[src/rtl/branch_predict_unit.sv]
// IF-stage BTB lookup with an IF->ID prediction register and ID-stage resolution.
// Mispredicts flush IF and supply the corrected PC; the BTB is trained in the following edge.
module branch_predict_unit #(
   parameter int ENTRIES  = 64,
   parameter int CNT_W    = 2,
   parameter int CNT_INIT = 1
) (
   input  logic        clk,
   input  logic        rst,
   input  logic [31:0] pcF,
   input  logic        stallF,
   input  logic        stallD,
   input  logic        flushD,
   output logic        pred_takenF,
   output logic [31:0] pred_targetF,
   input  logic [31:0] pcD,
   input  logic        branchD,
   input  logic        takenD,
   input  logic [31:0] targetD,
   output logic        mispredictD,
   output logic [31:0] redirect_pcD
);
   localparam int INDEX_W     = $clog2(ENTRIES);
   localparam int TAG_W       = 30 - INDEX_W;
   localparam int CNT_MAX     = (1 << CNT_W) - 1;
   localparam int CNT_ALLOC_I = (CNT_INIT + 1 > CNT_MAX) ? CNT_MAX : CNT_INIT + 1;
   localparam logic [CNT_W-1:0] CNT_RST   = CNT_W'(CNT_INIT);
   localparam logic [CNT_W-1:0] CNT_ALLOC = CNT_W'(CNT_ALLOC_I);
   localparam logic [CNT_W-1:0] CNT_SAT   = '1;

   logic [ENTRIES-1:0] valid;
   logic [TAG_W-1:0]   tag_mem [ENTRIES];
   logic [31:0]        tgt_mem [ENTRIES];
   logic [CNT_W-1:0]   cnt_mem [ENTRIES];

   logic [INDEX_W-1:0] idx_f, idx_d;
   logic [TAG_W-1:0]   tag_f, tag_d;
   logic               hit_f, hit_d, alias_d, upd;
   logic               predD;
   logic [31:0]        ptgtD;
   logic [CNT_W-1:0]   cnt_cur, cnt_inc, cnt_dec;
   logic               unused_ok;

   assign unused_ok = ^{pcF[1:0], pcD[1:0]};

   assign idx_f = pcF[INDEX_W+1:2];
   assign tag_f = pcF[31:INDEX_W+2];
   assign idx_d = pcD[INDEX_W+1:2];
   assign tag_d = pcD[31:INDEX_W+2];

   // Combinational read: a same-cycle update of this index is seen only after the edge.
   assign hit_f        = valid[idx_f] && (tag_mem[idx_f] == tag_f);
   assign pred_takenF  = hit_f && cnt_mem[idx_f][CNT_W-1];
   assign pred_targetF = tgt_mem[idx_f];

   assign hit_d   = valid[idx_d] && (tag_mem[idx_d] == tag_d);
   assign alias_d = !branchD && predD;
   assign upd     = branchD && !stallD;

   assign mispredictD = !stallD &&
      ((branchD && ((takenD != predD) || (takenD && predD && (targetD != ptgtD)))) || alias_d);
   // Aliased non-branch resumes at the next sequential instruction, not past a delay slot.
   assign redirect_pcD = alias_d ? (pcD + 32'd4) : (takenD ? targetD : (pcD + 32'd8));

   assign cnt_cur = cnt_mem[idx_d];
   assign cnt_inc = (cnt_cur == CNT_SAT) ? cnt_cur : cnt_cur + 1'b1;
   assign cnt_dec = (cnt_cur == '0) ? cnt_cur : cnt_cur - 1'b1;

   always_ff @(posedge clk or posedge rst) begin
      if (rst) begin
         predD <= 1'b0;
         ptgtD <= '0;
      end else if (flushD || mispredictD) begin
         predD <= 1'b0;
         ptgtD <= '0;
      end else if (!stallD) begin
         predD <= stallF ? 1'b0 : pred_takenF;
         ptgtD <= stallF ? 32'd0 : pred_targetF;
      end
   end

   always_ff @(posedge clk or posedge rst) begin
      if (rst) begin
         valid <= '0;
         for (int i = 0; i < ENTRIES; i++) cnt_mem[i] <= CNT_RST;
      end else if (upd) begin
         if (hit_d) begin
            cnt_mem[idx_d] <= takenD ? cnt_inc : cnt_dec;
         end else if (takenD) begin
            valid[idx_d]   <= 1'b1;
            cnt_mem[idx_d] <= CNT_ALLOC;
         end
      end else if (!stallD && alias_d) begin
         valid[idx_d] <= 1'b0;
      end
   end

   // Tag/target need no reset: they are only observed through a set valid bit.
   always_ff @(posedge clk) begin
      if (upd && takenD) begin
         tgt_mem[idx_d] <= targetD;
         if (!hit_d) tag_mem[idx_d] <= tag_d;
      end
   end
endmodule

[config.mk]
export PLATFORM = sky130hd
export DESIGN_NAME = branch_predict_unit
export DESIGN_NICKNAME = d
export VERILOG_FILES = /design/src/rtl/branch_predict_unit.sv
export SDC_FILE = /design/constraint.sdc
export NUM_CORES = 2
export LEC_CHECK = 0
export BUFFER_PORTS_ARGS = -buffer_cell sky130_fd_sc_hd__buf_4
export CORE_MARGIN = 2
export CORE_UTILIZATION = 34
export DETAILED_ROUTE_END_ITERATION = 16
export REMOVE_ABC_BUFFERS = 1
export SYNTH_ARGS = -nofsm -noshare
export SYNTH_HDL_FRONTEND = slang
export SYNTH_SLANG_ARGS = --single-unit
[constraint.sdc]
create_clock -name clk -period 7.8 [get_ports clk]
set_clock_uncertainty 0.15 [all_clocks]
set_input_delay 0.78 -clock clk [delete_from_list [all_inputs] [get_ports clk]]
set_output_delay 0.78 -clock clk [all_outputs]
set_load 0.05 [all_outputs]
# After elaboration in Yosys (flattened, before gate mapping)
# Memories as Yosys holds them, arrays and structs flattened.
# Cells that the tools add are included.
[totals] elab_cells=155 ramBits=3584 in_bits=103 ff_bits=225 mem_count=2
[op_classes] bitwise_logic=8 n_reduce_logical=23 n_lt_le_gt_ge=6 muxes=37 n_addsub=4 n_eq_ne=8
[mem_list] memory="tgt_mem" depth=64 word_bits=32 read_ports=1 rd_ports_with_merged_regs=0 write_ports=1 line="33" source="logic [31:0] tgt_mem [ENTRIES];"
[mem_list] memory="tag_mem" depth=64 word_bits=24 read_ports=2 rd_ports_with_merged_regs=0 write_ports=1 line="32" source="logic [TAG_W-1:0] tag_mem [ENTRIES];"
[op_table] operator="128-bit 2-to-1 mux" count=2
[op_table] operator="64-bit 2-to-1 mux" count=4
[op_table] operator="32-bit 2-to-1 mux" count=5
[op_table] operator="64-bit bitwise AND" count=2
[op_table] operator="128-bit bitwise mux" count=1
[op_table] operator="64-bit inverter" count=2
[op_table] operator="64-bit bitwise OR" count=2
[op_table] operator="24-bit equality test" count=2
[op_table] operator="32-bit by 3-bit adder with 32-bit output (second input constant)" count=1
[op_table] operator="32-bit by 4-bit adder with 32-bit output (second input constant)" count=1
[op_table] operator="32-bit != test" count=1
[op_table] operator="2-bit binary-select mux with 6-bit select" count=2
[op_table] operator="2-bit 2-to-1 mux" count=8
[op_table] operator="7-bit greater-or-equal comparator (second input constant)" count=2
[op_table] operator="6-bit by 7-bit < comparator with 1-bit output (second input constant)" count=2
[op_table] operator="6-bit inverter with 7-bit output" count=2
[op_table] operator="1-bit logical AND" count=13
[op_table] operator="1-bit binary-select mux with 6-bit select" count=2
[op_table] operator="2-bit demux with 6-bit select" count=1
[op_table] operator="1-bit 2-to-1 mux" count=11
[op_table] operator="7-bit by 1-bit < comparator with 1-bit output (second input constant)" count=1
[op_table] operator="1-bit demux with 6-bit select" count=1
[op_table] operator="6-bit by 1-bit greater-or-equal comparator with 1-bit output (second input constant)" count=1
[op_table] operator="2-bit != test (second input constant)" count=2
[op_table] operator="11 further kinds" count=15

# Longest topological paths before layout
[depth] depth_word=9 mapped_depth=19 mapped_depth_nobuf=11

# Worst setup path after synthesis
# No wires, ideal clock.
[synth_timing] kind="input -> output" startpoint="input port pcF[2]" endpoint="output port pred_takenF" cell_stages=12 required_time_ns=6.870 setup_slack_ns=1.378 t_arrival_ns=5.492 path_cell_list="clkbuf_1 > buf_2 > buf_1 > clkbuf_1 > mux4_2 > mux4_2 > mux2i_1 > xor2_1 > o21ai_0 > o21ai_0 > nand4_1 > nor4_1"
[synth_via] elab_chain_len=5 elab_cells_between_ends=10
[synth_lines] element="start: declaration" line="10" source="input logic [31:0] pcF,"
[synth_lines] element="branches (longest 4 deep; another with memory read 64 x 24 bit)"
[synth_lines] element="1-bit logical AND (*)" line="53" source="assign pred_takenF = hit_f && cnt_mem[idx_f][CNT_W-1];"
[synth_lines] element="end: declaration" line="14" source="output logic pred_takenF,"
# Mark *: on every way between the ends. The select of a mux whose other input is x is not followed.

# Worst setup path in the final report
[layout_timing] startpoint="input port pcD[3]" endpoint="output port redirect_pcD[23]"
[layout_via] elab_chain_len=3 elab_cells_between_ends=4
[layout_lines] element="start: declaration" line="16" source="input logic [31:0] pcD,"
[layout_lines] element="32-bit by 4-bit adder with 32-bit output" line="63" source="assign redirect_pcD = alias_d ? (pcD + 32'd4) : (takenD ? targetD : (pcD + 32'd8));"
[layout_lines] element="32-bit 2-to-1 mux" line="63"
[layout_lines] element="32-bit 2-to-1 mux (*)" line="63"
[layout_lines] element="end: declaration" line="21" source="output logic [31:0] redirect_pcD"
# Mark *: on every way between the ends. The rest lies on a longest branch, timed or not.

==> results.toml <==
[placed_design]
portBuffers = 166
globalplace.congestion = 0.891
hpwlAfterDp_um = 331000
place_worst_setup_slack_ps = 1150
postPlaceCellArea_um2 = 174000

[grt]
grt_pass1_wl_um = 752000
grt_overflow = 0
antenna_found_initial = 49
grt_max_degree = 180
grt_use_total_pct = 22.3
grt_pass1_vias = 90923

[finish]
regArea_um2 = 113000
drive_above_1_share_pct = 32.8
area_growth_pct = 14.6
fin_area_um2 = 187000
finalNetCount = 8527
num-fill-cells = 42531
multi_input_area_um2 = 47500

[clocking]
cts_sinks = 3809
clkTransAtPathRegs_ps = 60
cts_tree = "done"
insertion_delay_ps = 1030
numCtsBuffers = 387
cts_buffer_depth = 4
cts_setup_buffers = 0
cts_max_level = 5
root_buffer = "clkbuf_16"

[yosys]
yosysTopAreaCell = "edfxtp_1"
yosysMostFrequentCell = "edfxtp_1"
syn-mean-instance-area_um2 = 20.2
ys_seq_area_share_pct = 69.5
synth.area.mux_share_pct = 22.1
syn_area_um2 = 163000
yosys_warnings = 0
syn_inst = 8082
synthArstFlopShare_pct = 5.91
yosys-top-cells-area = "edfxtp_1, mux4_2, dfrtp_1, mux2i_1, dfstp_2"
synth_compound_area_share_pct = 3.58
ys_seq_elements = 3809
yosysUniqueCellTypes = 81
synthTopCellsByCount = "edfxtp_1, mux4_2, mux2i_1, clkbuf_1, nand2_1"
synth_xor_area_share_pct = 0.414
synth_top_family_by_area = "multiplexers"
yosys.area_share.simple_pct = 2.58
synth-main-ff-cell = "edfxtp_1"
synth_enable_flop_cells = 3584
yosys.area_share.adder_pct = 0.0522
yosysTopAreaCellShare_pct = 66.0

[setup_path]
cp_max_fo = 68
end_kind = "primary output"
criticalPathCategory = "in2out"
worstPathArrival_ps = 5910
setup.worst_path.start_class = "input port"
required_ps = 6870

[timing]
fin_crit_ps = 6840
relSlewSlack_pct = 1.01
worstMarginPinSlew_ps = 1480
timing_hold_violations_final = 0
slew_violations = 0
hold_ws_ps = 61.1
rsz0062_at_grt = "no"
setup_violations = 0
timing.final.crit_share_pct = 87.7
fmax_mhz = 146
timing.final.ws_setup_ps = 963
fin_setup_tns_ps = 0

[power_and_ir_drop]
p_per_area_nw_per_um2 = 239
p_leak_uw = 0.0592
irDropWorstVdd_mv = 0.199

[run_status]
violations = "capacitance limit"
outcome = "finished with violations"

[routing]
drtIter0Drc = 15549
dr.pass1.iters = 8
vias = 92338
via_per_inst = 6.09
wirelength_um = 551000
drc_errors = 0
avgRoutedWirePerCell_um = 36.4
ant_nets = 0

[floorplanning]
die_y_um = 697
core-area_um2 = 478000
rows = 254
pin_count = 169
die_area_um2 = 485000
start_util_pct = 34.1
die_w_um = 697

[hold_path]
hp-class = "in2reg"

[run]
maxCapViolCount = 1
## cell type report
| type | count | area share (%) |
|---|---|---|
| Multi-Input combinational cell | 3616 | 25.4 |
| Antenna cell | 14 | 0.0187 |
| Clock inverter | 239 | 1.37 |
| Sequential cell | 3809 | 60.6 |
| Tap cell | 6400 | 4.28 |
| Inverter | 80 | 0.172 |
| Clock buffer | 469 | 5.46 |
| Timing Repair Buffer | 524 | 2.63 |
## cell usage in the layout, fill, tap and decap left out, drive strengths merged, types with 96 or more instances in the layout
cell type / n
nand3: 168
nand2: 284
clkbuf: 469
mux4: 1452
mux2i: 322
dfrtp: 161
edfxtp: 3584
o21ai: 160
a21oi: 184
inv: 96
buf: 521
clkinv: 161
a22oi: 192
nor2: 204
## worst max-delay path, cell delays in order
cell and delay, ps:
buf_8 520, buf_12 390, ha_1 210, buf_4 220, nand3_1 210, nor2_1 370
nand4_1 180, nor3_1 680, nand3_1 200, nor2_1 320, nand3_1 130, a21oi_1 200
nor2_1 60, nor2_1 900, buf_4 360
## state kept, by name (all words and copies together), names as in the netlist, named ones only
register and flops:
tgt_mem 2048, tag_mem 1536, cnt_mem 128, ptgtD 32
predD 1
## power by group
group / internal [uW] / switching [uW]
Sequential: 22500 / 69.9
Combinational: 1180 / 2040
Clock: 10800 / 8180
Total: 34500 / 10300
## layer usage
metal  track usage, %  part of all wire, %  vias to the layer above
met5                0                0.011                        -
met4             8.58                  4.4                       10
met3             5.84                   12                     1053
met2             34.3                   46                     6196
met1             30.3                   38                    49962
li1                 -                    -                    35117
## final timing paths
kind	startpoint	to	depth (start not counted)	slack (ps)
setup / recovery	pcD[3]	redirect_pcD[23]	15	960
hold / removal	pcD[26]	tag_mem[12][18]	1	60
setup reg to reg	tag_mem[47][4]	tag_mem[44][6]	11	2560
hold reg to reg	cnt_mem[14]	cnt_mem[14]	2	330
max in group asynchronous	rst	cnt_mem[27]	4	5800
min in group asynchronous	rst	ptgtD[4]	3	170
## through the flow
step                      instances  power, uW  util (%)
after floorplan                7505      24400         -
after global placement        14426      26100      36.4
after detailed placement      14426      26200      36.4
after CTS                     15137      44900      39.1
after global routing          15142      45800      39.1
final                         15151      44800      39.1
## logic make-up after synthesis
group	Yosys count
adder cells (fa/ha/maj)	7
AO/OA/AOI/OAI	869
buffers and inverters	657
AND/OR/NAND/NOR	879
XOR/XNOR	77
flip-flops	3809
multiplexers	1784
## what timing repair did
| action | CTS | global route |
|---|---|---|
| gates resized for setup | 0 | 0 |
| hold buffers | 3 | 0 |
| hold endpoints to repair | 51 | 0 |
Note: power is estimated with default switching activity, not from simulation.
